==> src/rtl/mem_bus_arbiter.sv <==
// mem_bus_arbiter: shares one memory bus between IF fetches and MEM loads/stores, MEM first.
// Define MEM_BUS_TIMEOUT_EN to abort transactions that see no ack within TIMEOUT busy cycles.
module mem_bus_arbiter #(
  parameter int TIMEOUT = 255
) (
  input  logic        clk,
  input  logic        rst,
  input  logic        if_ce_i,
  input  logic [31:0] if_addr_i,
  output logic [31:0] if_data_o,
  output logic        if_ready_o,
  input  logic        mem_ce_i,
  input  logic        mem_we_i,
  input  logic [3:0]  mem_sel_i,
  input  logic [31:0] mem_addr_i,
  input  logic [31:0] mem_data_i,
  output logic [31:0] mem_data_o,
  output logic        mem_ready_o,
  output logic        bus_ce_o,
  output logic        bus_we_o,
  output logic [3:0]  bus_sel_o,
  output logic [31:0] bus_addr_o,
  output logic [31:0] bus_data_o,
  input  logic [31:0] bus_data_i,
  input  logic        bus_ack_i,
  output logic        stallreq_o,
  output logic        bus_err_o
);
  typedef enum logic [1:0] {IDLE, IF_BUSY, MEM_BUSY} state_t;
  state_t state, state_n;
  logic ce_n, we_n, if_rdy_n, mem_rdy_n, err_n, ack, abort, done;
  logic [3:0] sel_n;
  logic [31:0] addr_n, wdata_n, if_data_n, mem_data_n, rdata;
`ifdef MEM_BUS_TIMEOUT_EN
  logic [7:0] cnt;
  always_ff @(posedge clk or posedge rst)
    if (rst) cnt <= '0;
    else if (state == IDLE) cnt <= '0;
    else if (!bus_ack_i) cnt <= cnt + 8'd1;
  // an ack arriving in the expiry cycle still completes normally
  assign abort = (state != IDLE) & ~bus_ack_i & (cnt == 8'(TIMEOUT - 1));
`else
  logic unused_timeout;
  assign unused_timeout = (TIMEOUT != 0);
  assign abort = 1'b0;
`endif
  assign ack = bus_ce_o & bus_ack_i;
  assign done = ack | abort;
  assign rdata = abort ? 32'h0 : bus_data_i;
  assign stallreq_o = ~rst & ((if_ce_i & ~if_ready_o) | (mem_ce_i & ~mem_ready_o));
  always_comb begin
    state_n = state;
    ce_n = bus_ce_o;
    we_n = bus_we_o;
    sel_n = bus_sel_o;
    addr_n = bus_addr_o;
    wdata_n = bus_data_o;
    if_data_n = if_data_o;
    mem_data_n = mem_data_o;
    if_rdy_n = 1'b0;
    mem_rdy_n = 1'b0;
    err_n = 1'b0;
    if (state == IDLE) begin
      // a requester seeing its ready pulse this cycle is not re-served
      if (mem_ce_i && !mem_ready_o) begin
        state_n = MEM_BUSY;
        ce_n = 1'b1;
        we_n = mem_we_i;
        sel_n = mem_sel_i;
        addr_n = mem_addr_i;
        wdata_n = mem_data_i;
      end else if (if_ce_i && !if_ready_o) begin
        state_n = IF_BUSY;
        ce_n = 1'b1;
        we_n = 1'b0;
        sel_n = 4'b1111;
        addr_n = if_addr_i;
        wdata_n = 32'h0;
      end
    end else if (done) begin
      state_n = IDLE;
      ce_n = 1'b0;
      we_n = 1'b0;
      err_n = abort;
      if (state == IF_BUSY) begin
        if_rdy_n = 1'b1;
        if_data_n = rdata;
      end else begin
        mem_rdy_n = 1'b1;
        mem_data_n = (bus_we_o && !abort) ? mem_data_o : rdata;
      end
    end
  end
  always_ff @(posedge clk or posedge rst)
    if (rst) begin
      state <= IDLE;
      bus_ce_o <= 1'b0;
      bus_we_o <= 1'b0;
      bus_sel_o <= '0;
      bus_addr_o <= '0;
      bus_data_o <= '0;
      if_data_o <= '0;
      mem_data_o <= '0;
      if_ready_o <= 1'b0;
      mem_ready_o <= 1'b0;
      bus_err_o <= 1'b0;
    end else begin
      state <= state_n;
      bus_ce_o <= ce_n;
      bus_we_o <= we_n;
      bus_sel_o <= sel_n;
      bus_addr_o <= addr_n;
      bus_data_o <= wdata_n;
      if_data_o <= if_data_n;
      mem_data_o <= mem_data_n;
      if_ready_o <= if_rdy_n;
      mem_ready_o <= mem_rdy_n;
      bus_err_o <= err_n;
    end
endmodule

==> config.mk <==
export PLATFORM = sky130hd
export DESIGN_NAME = mem_bus_arbiter
export DESIGN_NICKNAME = d
export VERILOG_FILES = /design/src/rtl/mem_bus_arbiter.sv
export SDC_FILE = /design/constraint.sdc
export NUM_CORES = 1
export LEC_CHECK = 0
export BUFFER_PORTS_ARGS = -buffer_cell sky130_fd_sc_hd__buf_2
export CAP_MARGIN = 20
export CORE_MARGIN = 2
export CORE_UTILIZATION = 41
export CTS_CLUSTER_DIAMETER = 60
export CTS_CLUSTER_SIZE = 12
export DETAILED_ROUTE_END_ITERATION = 8
export GPL_TIMING_DRIVEN = 0
export PLACE_DENSITY = 0.85
export SLEW_MARGIN = 20
export SYNTH_ARGS = -nofsm -noshare
export SYNTH_HDL_FRONTEND = slang
export SYNTH_SLANG_ARGS = --single-unit
==> constraint.sdc <==
create_clock -name clk -period 4 [get_ports clk]
set_input_delay 0 -clock clk [delete_from_list [all_inputs] [get_ports clk]]
set_output_delay 0 -clock clk [all_outputs]
set_load 0.02 [all_outputs]
==> flow_metrics.tcl <==
set metrics [dict create \
    cp.buffers_inverters 3 \
    dieArea_mm2 0.0144 \
    die_w_um 120 \
    cts-hold-fix-buffers 135 \
    cts_setup_buffers 0 \
    yosysTopAreaCell "dfrtp_1" \
    rows 42 \
    clockRootBuffer "clkbuf_16" \
    globalplace.congestion 0.772 \
    dpl_worst_slack_ns 2.31 \
    avgSynthCellArea_um2 15.9 \
    synth_ff_type "dfrtp_1" \
    numClockSinks 138 \
    total_power_uw 7290 \
    via_per_inst 4.96 \
    firstDrtPassIters 6 \
    wl_per_cell_um 18.7 \
    drive_above_1_share 0.582 \
    synth_edf_count 0 \
    fp.dieH_um 120 \
    insertion_delay_ns 0.41 \
    portBuffers 274 \
    grt_antenna_before_repair 0 \
    nFillCells 863 \
    synth_commonest_cells "dfrtp_1, mux2_2, a22o_1, buf_2, buf_6" \
    core_area_mm2 0.0132 \
    grt_pass1_vias 5499 \
    crit_path_top_delay_cell "dlygate4sd3_1" \
    placed_cells 797 \
    area_delta_synth_final_pct 65.8 \
    crit_arrival_ns 2.39 \
    drc 0 \
    p_leak_uw 0.00449 \
    cp_cell_sequence "nand2b_1 > buf_6 > buf_6 > mux2_2 > dlygate4sd3_1 > mux2_2" \
    worst_slew_pin_slew_ns 0.514 \
    path_max_fanout 10 \
    synth_top_area_share 0.628 \
    period_share 0.523 \
    crit_family "buffers and inverters" \
    grt_pass1_wl_mm 28.1 \
    setup_viol 0 \
    yosysMostFrequentCell "dfrtp_1" \
    cp-end-kind "register" \
    ys_seq_elements 138 \
    finalHoldViolations 0 \
    fin_cells 964 \
    fin_crit_ns 2.09 \
    final_nets 913 \
    antenna_left 0 \
    criticalPathCategory "reg2reg" \
    wl_mm 18.1 \
    crit_required_ns 4.29 \
    synthArstFlopShare 1.00 \
    ys_warn_count 0 \
    power.density_mw_per_mm2 800 \
    fin_skew_ns 0.00829 \
    slowest_delay_ns 0.58 \
    worst_slack_ns 1.91 \
    drv_slew 0 \
    start_kind "register" \
    hp-class "in2reg" \
    status "finished clean" \
    ctsResizeCount 0 \
    syn_inst 346 \
    seq_area_frac_synth 0.628 \
    path_clk_slew_ns 0.06 \
    synth.distinct_cells 20 \
    final_util 0.691 \
    slew_headroom 0.655 \
    numCtsBuffers 17 \
    diodes 0 \
    hpwl_mm 10.8 \
    syn_nets 484 \
    pin_count 276 \
    ir_worst_vdd_mv 0.491 \
    grt_setup_unrepaired "false" \
    start_util 0.417 \
    grt_use_total 0.255 \
    drtIter0Drc 231 \
    grt_overflow_total 0 \
    drv_cap 0 \
    tritoncts "yes" \
    clock_path_buffers 2 \
    syn_area_mm2 0.00550 \
    fmax_mhz 478 \
    cts_max_level 4 \
    synthTopCellsByArea "dfrtp_1, mux2_2, a22o_1" \
    grt_max_degree 92 \
    num_vias 4783 \
]
metal layers:
metal	up-vias	GRT usage	wire, um	share of wire
met5	-	0	0	0
met2	241	0.479	9730	0.54
li1	2128	-	-	-
met1	2378	0.265	6560	0.36
met3	36	0.0808	1340	0.074
met4	0	0.0926	416	0.023
final timing paths:
check                                    start              to  slack (ns)  cells past startpoint
min in group asynchronous                  rst   bus_addr_o[5]        0.15                      3
worst max register to register     mem_ready_o  bus_addr_o[21]        1.91                      6
worst min-delay path                  mem_ce_i        state[1]        0.14                      4
worst max-delay path               mem_ready_o  bus_addr_o[21]        1.91                      6
worst min register to register  bus_addr_o[21]  bus_addr_o[21]        0.50                      1
max in group asynchronous                  rst   if_data_o[18]        3.10                      4
worst reg2reg max path: stages (launching register included):
cell and delay, ns:
dfrtp_1 0.35, nand2b_1 0.12, buf_6 0.14, buf_6 0.16
mux2_2 0.37, dlygate4sd3_1 0.58, mux2_2 0.27
layout by cell type (no fill, tap or decap), drive strengths merged:
cell         instances
buf                296
dfrtp              138
dlygate4sd3        135
mux2               128
a22o                32
clkbuf              19
inv                  6
nand2                4
o22a                 4
bufinv               4
nor2                 3
clkinvlp             3
nor2b                2
o21a                 2
nand4b               2
a32o                 2
clkinv               2
o21ai                1
nand2b               1
nor3                 1
and3                 1
or2                  1
conb                 1
cells by family after synthesis:
kind of cell	count (synthesis)	share of synthesized area
buffers and inverters	23	0.0293
multiplexers	128	0.262
flip-flops	138	0.628
AND/OR/NAND/NOR	15	0.0155
other	1	0.000682
AO/OA/AOI/OAI	41	0.0646
sequential cells by signal, summed over array words and instances, names as in the netlist:
signal and count:
mem_data_o 32, bus_addr_o 32, bus_sel_o 4, if_data_o 32, bus_we_o 1, mem_ready_o 1, bus_ce_o 1, bus_data_o 32
state 2, if_ready_o 1
final cells by class:
class	instances	area [um^2]	share of cell area
flip-flops and latches	138	3450	0.379
repair buffers	410	2750	0.302
multi-input cells	185	1890	0.207
clock buffers	19	453	0.0497
well taps	176	220	0.0241
clock inverters	13	188	0.0206
plain buffers	21	154	0.0169
inverters	2	15.0	0.00165
power by group:
group,leakage (uW),internal (uW),switching [uW],total (uW)
clock network,0.000307,1080,599,1680
registers,0.00167,2070,392,2460
logic,0.00251,1400,1750,3150
per-stage QoR:
stage	TNS [ns]	hold slack [ns]	area [um^2]
after CTS	0	0.121	9120
final	0	0.145	9120
after detailed placement	0	0.0209	7130
after global placement	-117.87	0.215	7090
after floorplan	0	0.0798	5500
after global routing	0	0.147	9120
Note: power is estimated with default switching activity, not from simulation.
